File: config.mk
export PLATFORM = sky130hd
export DESIGN_NAME = wshb_pattern_slave
export DESIGN_NICKNAME = d
export VERILOG_FILES = /design/src/rtl/wshb_pattern_pkg.sv /design/src/rtl/wshb_pattern_gen.sv /design/src/rtl/wshb_pattern_slave.sv
export SDC_FILE = /design/constraint.sdc
export NUM_CORES = 1
export LEC_CHECK = 0
export BUFFER_PORTS_ARGS = -buffer_cell sky130_fd_sc_hd__buf_2
export CAP_MARGIN = 15
export CORE_ASPECT_RATIO = 1.5
export CORE_MARGIN = 2
export CORE_UTILIZATION = 55
export DETAILED_ROUTE_END_ITERATION = 8
export HOLD_SLACK_MARGIN = 0.1
export PLACE_DENSITY_LB_ADDON = 0.12
export SLEW_MARGIN = 20
export SYNTH_ARGS = -nofsm -noshare
export SYNTH_HDL_FRONTEND = slang
export SYNTH_SLANG_ARGS = --single-unit
export TNS_END_PERCENT = 100
File: constraint.sdc
create_clock -name sys_clk -period 5.25 [get_ports sys_clk]
set_input_delay 0.2625 -clock sys_clk [delete_from_list [all_inputs] [get_ports sys_clk]]
set_output_delay 0.2625 -clock sys_clk [all_outputs]
set_load 0.1 [all_outputs]
File: src/rtl/wshb_pattern_pkg.sv
// Shared types and constants for the Wishbone test-pattern slave.
package wshb_pattern_pkg;

  typedef enum logic [1:0] {StIdle, StWait, StAck, StBurst} state_e;

  localparam logic [2:0] CtiClassic = 3'b000;
  localparam logic [2:0] CtiIncr    = 3'b010;
  localparam logic [2:0] CtiEob     = 3'b111;
  localparam logic [1:0] BteLinear  = 2'b00;

  function automatic logic [31:0] pixel_of(input logic [23:0] idx);
    return {8'h00, idx};
  endfunction

endpackage

File: src/rtl/wshb_pattern_gen.sv
// Combinational word-index to pixel mapping used for read data and write checking.
module wshb_pattern_gen
  import wshb_pattern_pkg::*;
(
  input  logic [29:0] idx_i,
  output logic [31:0] pixel_o
);

  logic unused_hi;
  assign unused_hi = ^idx_i[29:24];

  assign pixel_o = pixel_of(idx_i[23:0]);

endmodule

File: src/rtl/wshb_pattern_slave.sv
// Wishbone slave returning a deterministic pixel pattern, with classic and INCR bursts.
// Optional PATTERN_CHECK_EN macro enables counting of write words that differ from the pattern.
module wshb_pattern_slave
  import wshb_pattern_pkg::*;
#(
  parameter int unsigned HDISP       = 800,
  parameter int unsigned VDISP       = 480,
  parameter int unsigned WAIT_STATES = 1
) (
  input  logic        sys_clk,
  input  logic        sys_rst,
  input  logic        cyc,
  input  logic        stb,
  input  logic        we,
  input  logic [31:0] adr,
  input  logic [31:0] dat_ms,
  input  logic [3:0]  sel,
  input  logic [2:0]  cti,
  input  logic [1:0]  bte,
  output logic [31:0] dat_sm,
  output logic        ack,
  output logic        err,
  output logic        rty,
  output logic [15:0] mismatch_cnt
);

  localparam logic [29:0] FrameWords = 30'(HDISP * VDISP);
  localparam logic [3:0]  WaitInit   = (WAIT_STATES > 0) ? 4'(WAIT_STATES - 1) : 4'd0;

  state_e      state_q, state_d;
  logic [29:0] idx_q, idx_d;
  logic [3:0]  cnt_q, cnt_d;
  logic [31:0] dat_q, dat_d;
  logic [29:0] gen_idx;
  logic [31:0] gen_pix;
  logic        beat, in_range, active;

  assign beat     = cyc & stb;
  assign in_range = idx_q < FrameWords;
  assign active   = (state_q == StAck) || (state_q == StBurst);
  assign ack      = active & beat & in_range & ~sys_rst;
  assign err      = active & beat & ~in_range & ~sys_rst;
  assign rty      = 1'b0;
  assign dat_sm   = dat_q;

  // Data register always loads the word that the next acknowledged beat will return.
  assign gen_idx = (state_q == StIdle) ? adr[31:2] :
                   (state_q == StWait) ? idx_q : idx_q + 30'd1;

  wshb_pattern_gen u_gen (
    .idx_i   (gen_idx),
    .pixel_o (gen_pix)
  );

  always_comb begin
    state_d = state_q;
    idx_d   = idx_q;
    cnt_d   = cnt_q;
    dat_d   = dat_q;
    unique case (state_q)
      StIdle: begin
        if (beat) begin
          idx_d = adr[31:2];
          if (WAIT_STATES > 0) begin
            state_d = StWait;
            cnt_d   = WaitInit;
          end else begin
            state_d = StAck;
            dat_d   = gen_pix;
          end
        end
      end
      StWait: begin
        if (cnt_q == 4'd0) begin
          state_d = StAck;
          dat_d   = gen_pix;
        end else begin
          cnt_d = cnt_q - 4'd1;
        end
      end
      StAck: begin
        if (beat) begin
          if (cti == CtiIncr && bte == BteLinear && in_range) begin
            state_d = StBurst;
            idx_d   = idx_q + 30'd1;
            dat_d   = gen_pix;
          end else begin
            state_d = StIdle;
          end
        end
      end
      StBurst: begin
        if (beat) begin
          if (cti == CtiEob || !in_range) begin
            state_d = StIdle;
          end else begin
            idx_d = idx_q + 30'd1;
            dat_d = gen_pix;
          end
        end
      end
      default: state_d = StIdle;
    endcase
    if (!cyc) state_d = StIdle;
  end

  always_ff @(posedge sys_clk or posedge sys_rst) begin
    if (sys_rst) begin
      state_q <= StIdle;
      idx_q   <= '0;
      cnt_q   <= '0;
      dat_q   <= '0;
    end else begin
      state_q <= state_d;
      idx_q   <= idx_d;
      cnt_q   <= cnt_d;
      dat_q   <= dat_d;
    end
  end

`ifdef PATTERN_CHECK_EN
  logic [31:0] exp_pix, byte_mask;
  logic [15:0] mm_q, mm_d;
  logic        unused_ok;

  assign unused_ok = ^adr[1:0];
  assign byte_mask = {{8{sel[3]}}, {8{sel[2]}}, {8{sel[1]}}, {8{sel[0]}}};

  wshb_pattern_gen u_check (
    .idx_i   (idx_q),
    .pixel_o (exp_pix)
  );

  always_comb begin
    mm_d = mm_q;
    if (ack && we && (((dat_ms ^ exp_pix) & byte_mask) != 32'd0) && (mm_q != 16'hFFFF)) begin
      mm_d = mm_q + 16'd1;
    end
  end

  always_ff @(posedge sys_clk or posedge sys_rst) begin
    if (sys_rst) mm_q <= '0;
    else         mm_q <= mm_d;
  end

  assign mismatch_cnt = mm_q;
`else
  logic unused_ok;
  assign unused_ok    = ^{adr[1:0], we, dat_ms, sel};
  assign mismatch_cnt = 16'd0;
`endif

endmodule

-- After elaboration in Yosys (flattened, before gate mapping)
Cells that the tools add are included.
- add/subtract/negate cells: 2
- $lt $le $gt $ge: 1
- eq/ne operators: 17
- muxes and demuxes: 24
- bitwise gates (word level): 9
- reduce and logical (&&, ||, !) cells: 14
- operators with widths (kind ; number):
    32-bit two-way mux ; 5
    30-bit two-way mux ; 5
    32-bit one-hot mux with 3 select lines ; 1
    30-bit one-hot mux with 3 select lines ; 1
    30-bit by 1-bit adder with 30-bit output, second input constant ; 1
    30-bit by 19-bit less-than comparator with 1-bit output, second input constant ; 1
    24-bit two-way mux ; 1
    2-bit two-way mux ; 7
    6-bit AND reduction ; 2
    2-bit inequality test, second input constant ; 5
    3-bit inequality test, second input constant ; 3
    4-bit two-way mux ; 2
    2-bit one-hot mux with 4 select lines ; 1
    4-bit one-hot mux with 2 select lines ; 1
    1-bit AND ; 6
    3-bit by 2-bit inequality test with 1-bit output, second input constant ; 2
    5-bit AND reduction ; 1
    2-bit == test, second input constant ; 2
    2-bit zero test ; 2
    4-bit zero test ; 1
    2-bit by 1-bit inequality test with 1-bit output, second input constant ; 2
    4-bit by 1-bit subtractor with 4-bit output, second input constant ; 1
    3-bit by 2-bit == test with 1-bit output, second input constant ; 1
    3-bit == test, second input constant ; 1
    other kinds (8) ; 12
- flip-flop bits (word level): 68
- output and inout bits: 51
- logic and storage cells: 71

-- Depth between registers and ports, before layout
- depth in word-level cells: 7
- depth in mapped cells: 8
- mapped depth without buffers: 7

-- Hierarchy
A second synthesis with hierarchy kept.
- cell total of the unflattened synthesis: 536
- area, all modules: 4798.4 um^2
- by module, submodules not included (module ; times used ; cells an instance ; area an instance (um^2) ; seq. area each (um^2)):
    wshb_pattern_slave ; 1 ; 503 ; 4554.4 ; 1701.6
    wshb_pattern_gen ; 1 ; 33 ; 244.0 ; 0.0

-- Worst setup path before layout
Ideal clock, no wire load.
- path type: register -> output
- from: register state_q[1]
- to: output ack
- arrival time: 3.960 ns
- required time: 4.988 ns
- slack: 1.028 ns
- cell stages (with the launch flop): 6
- cells stage by stage: dfrtp_1 > buf_2 > buf_1 > clkbuf_1 > nand3_1 > nor4_1
- longest elaborated chain between the ends: 5
- elaborated cells on any way between the ends: 6
- RTL lines (item ; RTL line ; source):
    start, declared ; wshb_pattern_slave.sv:30 ; state_e state_q, state_d;
    start signal, assigned ; wshb_pattern_slave.sv:109 ; state_q <= StIdle;
    start signal, assigned ; wshb_pattern_slave.sv:114 ; state_q <= state_d;
    2-bit == test ; wshb_pattern_slave.sv:40 ; assign active = (state_q == StAck) || (state_q == StBurst);
    1-bit logical OR (*) ; wshb_pattern_slave.sv:40 ;
    1-bit AND (*) (3 in series) ; wshb_pattern_slave.sv:41 ; assign ack = active & beat & in_range & ~sys_rst;
    end, declared ; wshb_pattern_slave.sv:21 ; output logic ack,
Every way passes the cells marked *; elsewhere a longest branch is shown, timed or not.

-- Final worst setup path
- from: register idx_q[20]
- to: register idx_q[28]
- longest elaborated chain between the ends: 5
- elaborated cells on any way between the ends: 13
- RTL lines (item ; RTL line ; source):
    start, declared ; wshb_pattern_slave.sv:31 ; logic [29:0] idx_q, idx_d;
    start signal, assigned ; wshb_pattern_slave.sv:115 ; idx_q <= idx_d;
    30-bit by 19-bit less-than comparator with 1-bit output ; wshb_pattern_slave.sv:39 ; assign in_range = idx_q < FrameWords;
    1-bit zero test ; wshb_pattern_slave.sv:94 ; if (cti == CtiEob || !in_range) begin
    1-bit logical OR ; wshb_pattern_slave.sv:94 ;
    2-bit inequality test (no source line) ; n/a ;
    6-bit AND reduction (no source line) ; n/a ;
Several ways; a longest one is shown, not always the timed one. The select of a mux whose other input is x is not followed.
A chain may end at the register's enable or synchronous reset.

==> impl_metrics.tcl <==
set metrics [dict create \
    antennaDiodeCount 0 \
    endpoint_kind "flip-flop" \
    max_freq_mhz 328.8 \
    rr_worst_depth 5 \
    drc_errors 0 \
    ys.flop_type "dfrtp_1" \
    synth_most_common_cell "nand2_1" \
    vias 3154 \
    grt_pass1_wl_microns 14740 \
    final_nets 545 \
    start_util_pct 55.98 \
    run_status "completed" \
    port-buffer-count 64 \
    hold_path.class "in -> reg" \
    finalCriticalPeriod_ps 3041 \
    gr-total-overflow 0 \
    num_rows 37 \
    fillerInstances 624 \
    final.setup.tns_ps 0 \
    hold_viol_final 0 \
    synth_edf_count 0 \
    drv_slew 0 \
    ys_async_sr_fraction_pct 100.0 \
    synth_area_leaders "dfrtp_1 (39%), nand2_1 (6.1%), mux2_4 (5.5%)" \
    clkLatencyLatePin_ps 340 \
    yosysTopAreaCell "dfrtp_1" \
    netlist_area_sq_um 3810 \
    ys_seq_area_share_pct 39.41 \
    ys_seq_elements 60 \
    die-area_sq_um 7623 \
    cp-start-kind "flip-flop" \
    die_x_microns 71.96 \
    total_leakage_power_nw 1.885 \
    power.density_nw_per_um2 718.4 \
    slew_headroom_pct 31.09 \
    final.setup_skew_ps 6.923 \
    setup_viol 0 \
    worstHoldStart "adr[25]" \
    postLayoutCoreUtil_pct 61.87 \
    wire_per_inst_microns 16.29 \
    path_clk_slew_ps 60 \
    antenna_found_initial 0 \
    gp_congestion 0.8401 \
    core_area_sq_um 6805 \
    synth.avg_cell_area_sq_um 9.093 \
    dp_slack_ps 2245 \
    r2r-start "idx_q[20]" \
    antenna_left 0 \
    cts-resized-gates 0 \
    yosysUniqueCellTypes 56 \
    dieHeight_microns 105.9 \
    grt_pass1_vias 3060 \
    synth_cells 419 \
    pin_count 129 \
    yosys-top-cells-count "nand2_1 (62), dfrtp_1 (60), buf_4 (26), nor2_1 (26), a21oi_1 (23)" \
    path_max_fanout 23 \
    first_iter_violations 204 \
    cts.sinks 60 \
    cts_buffers 9 \
    syn2layout_area_growth_pct 10.51 \
    worst_pin_slew_ps 1034 \
    drv_cap 0 \
    cts_root_buf "clkbuf_8" \
    grt_start_max_net_pins 64 \
    grt_usage_pct 24.95 \
    cp.arrival_ps 3320 \
    dr.pass1.iters 4 \
    wl_microns 8893 \
    cts-hold-fix-buffers 1 \
    viasPerCell 5.777 \
    setup.worst_path.end "idx_q[28]" \
    ir_drop_mv 0.3536 \
    place_hpwl_microns 6160 \
    postCtsSetupBuffers 0 \
    final_layout_size_suffix_gt1_share_pct 26.07 \
    reg2reg_slack_ps 2210 \
    path_class "reg -> reg" \
    netlist.area_leader.share_pct 39.41 \
    synth_warnings 0 \
    worst_slack_ps 2209 \
    cts_tree "built" \
    htreeDepth 3 \
    reg2reg_to "idx_q[28]" \
    critPathRequiredTime_ps 5530 \
    cts_buffer_depth 2 \
    startpoint "idx_q[20]" \
    fin_crit_sh_pct 57.93 \
    rsz0062_at_grt "false" \
]
## sequential cells by signal, indices dropped and copies added, names as in the netlist
name     count
idx_q       30
cnt_q        4
dat_sm      24
state_q      2
## per-stage QoR
step | hold WS (ps) | area [sq um] | power, mW | cells
after floorplan | 367.9 | 3900 | 2.356 | 443
after global placement | 453.3 | 4005 | 2.572 | 531
after detailed placement | 455.2 | 4005 | 2.613 | 531
after CTS | 101.2 | 4205 | 3.031 | 546
after global routing | 121.1 | 4210 | 3.195 | 546
final | 106.1 | 4210 | 3.025 | 546
## how the worst min path moves through the flow
stage | to | cells past startpoint
final | idx_q[23] | 3
after global routing | idx_q[26] | 3
after CTS | idx_q[23] | 3
after detailed placement | idx_q[22] | 3
after global placement | idx_q[22] | 3
after floorplan | idx_q[22] | 2
## routing by layer
| layer | vias to the layer above | track usage, % | wire, microns |
|---|---|---|---|
| met3 | 25 | 4.550 | 419 |
| met1 | 1514 | 29.50 | 3623 |
| met4 | 0 | 13.21 | 342 |
| li1 | 1517 | - | - |
| met2 | 98 | 42.33 | 4508 |
| met5 | - | 0 | 0 |
## cells by family (layout without fill, tap and decap cells)
family | count (synthesis) | count (layout) | synth area share [%]
muxes | 22 | 22 | 7.750
other | 1 | 25 | 0.09843
and+or+nand+nor | 159 | 159 | 22.43
adders and majority gates | 2 | 2 | 0.6567
AOI/OAI and AO/OA | 84 | 84 | 14.38
buffers and inverters | 70 | 95 | 10.44
DFF | 60 | 60 | 39.41
xor gates and xnor gates | 21 | 21 | 4.827
## power breakdown
group          leakage (nW)  switching [mW]  internal [mW]
registers             0.697           0.265          0.673
logic                  1.09            1.21          0.464
clock network        0.0983           0.175          0.239
## cell type report
class | count | area, sq um | share of cell area (%)
Inverter | 13 | 48.80 | 1.159
Clock inverter | 2 | 35.03 | 0.8321
Timing Repair Buffer | 68 | 352.8 | 8.380
Clock buffer | 12 | 155.1 | 3.685
Multi-Input combinational cell | 313 | 2018 | 47.93
Tap cell | 78 | 97.59 | 2.318
Sequential cell | 60 | 1503 | 35.69
## cells in the final DEF, fill, tap and decap left out, drive strengths merged, types with 4 or more instances in the layout
cell and instances:
conb 25, o22ai 12, a21oi 23, xnor2 16
inv 13, buf 67, nand3 12, mux2i 4
nand2b 5, and2 4, a31oi 20, mux2 18
nor4 7, dfrtp 60, o21ai 10, clkbuf 12
xor2 5, nor2 28, nand2 62, nand4 22
nor3 6
## critical path: stages, from the launching register on
cell     delay, ps
dfrtp_1        420
nor4_1         300
nand4_1        280
o22ai_2        750
and2_1         900
o221a_2        320
No activity file was read; power rests on OpenSTA's default activity.
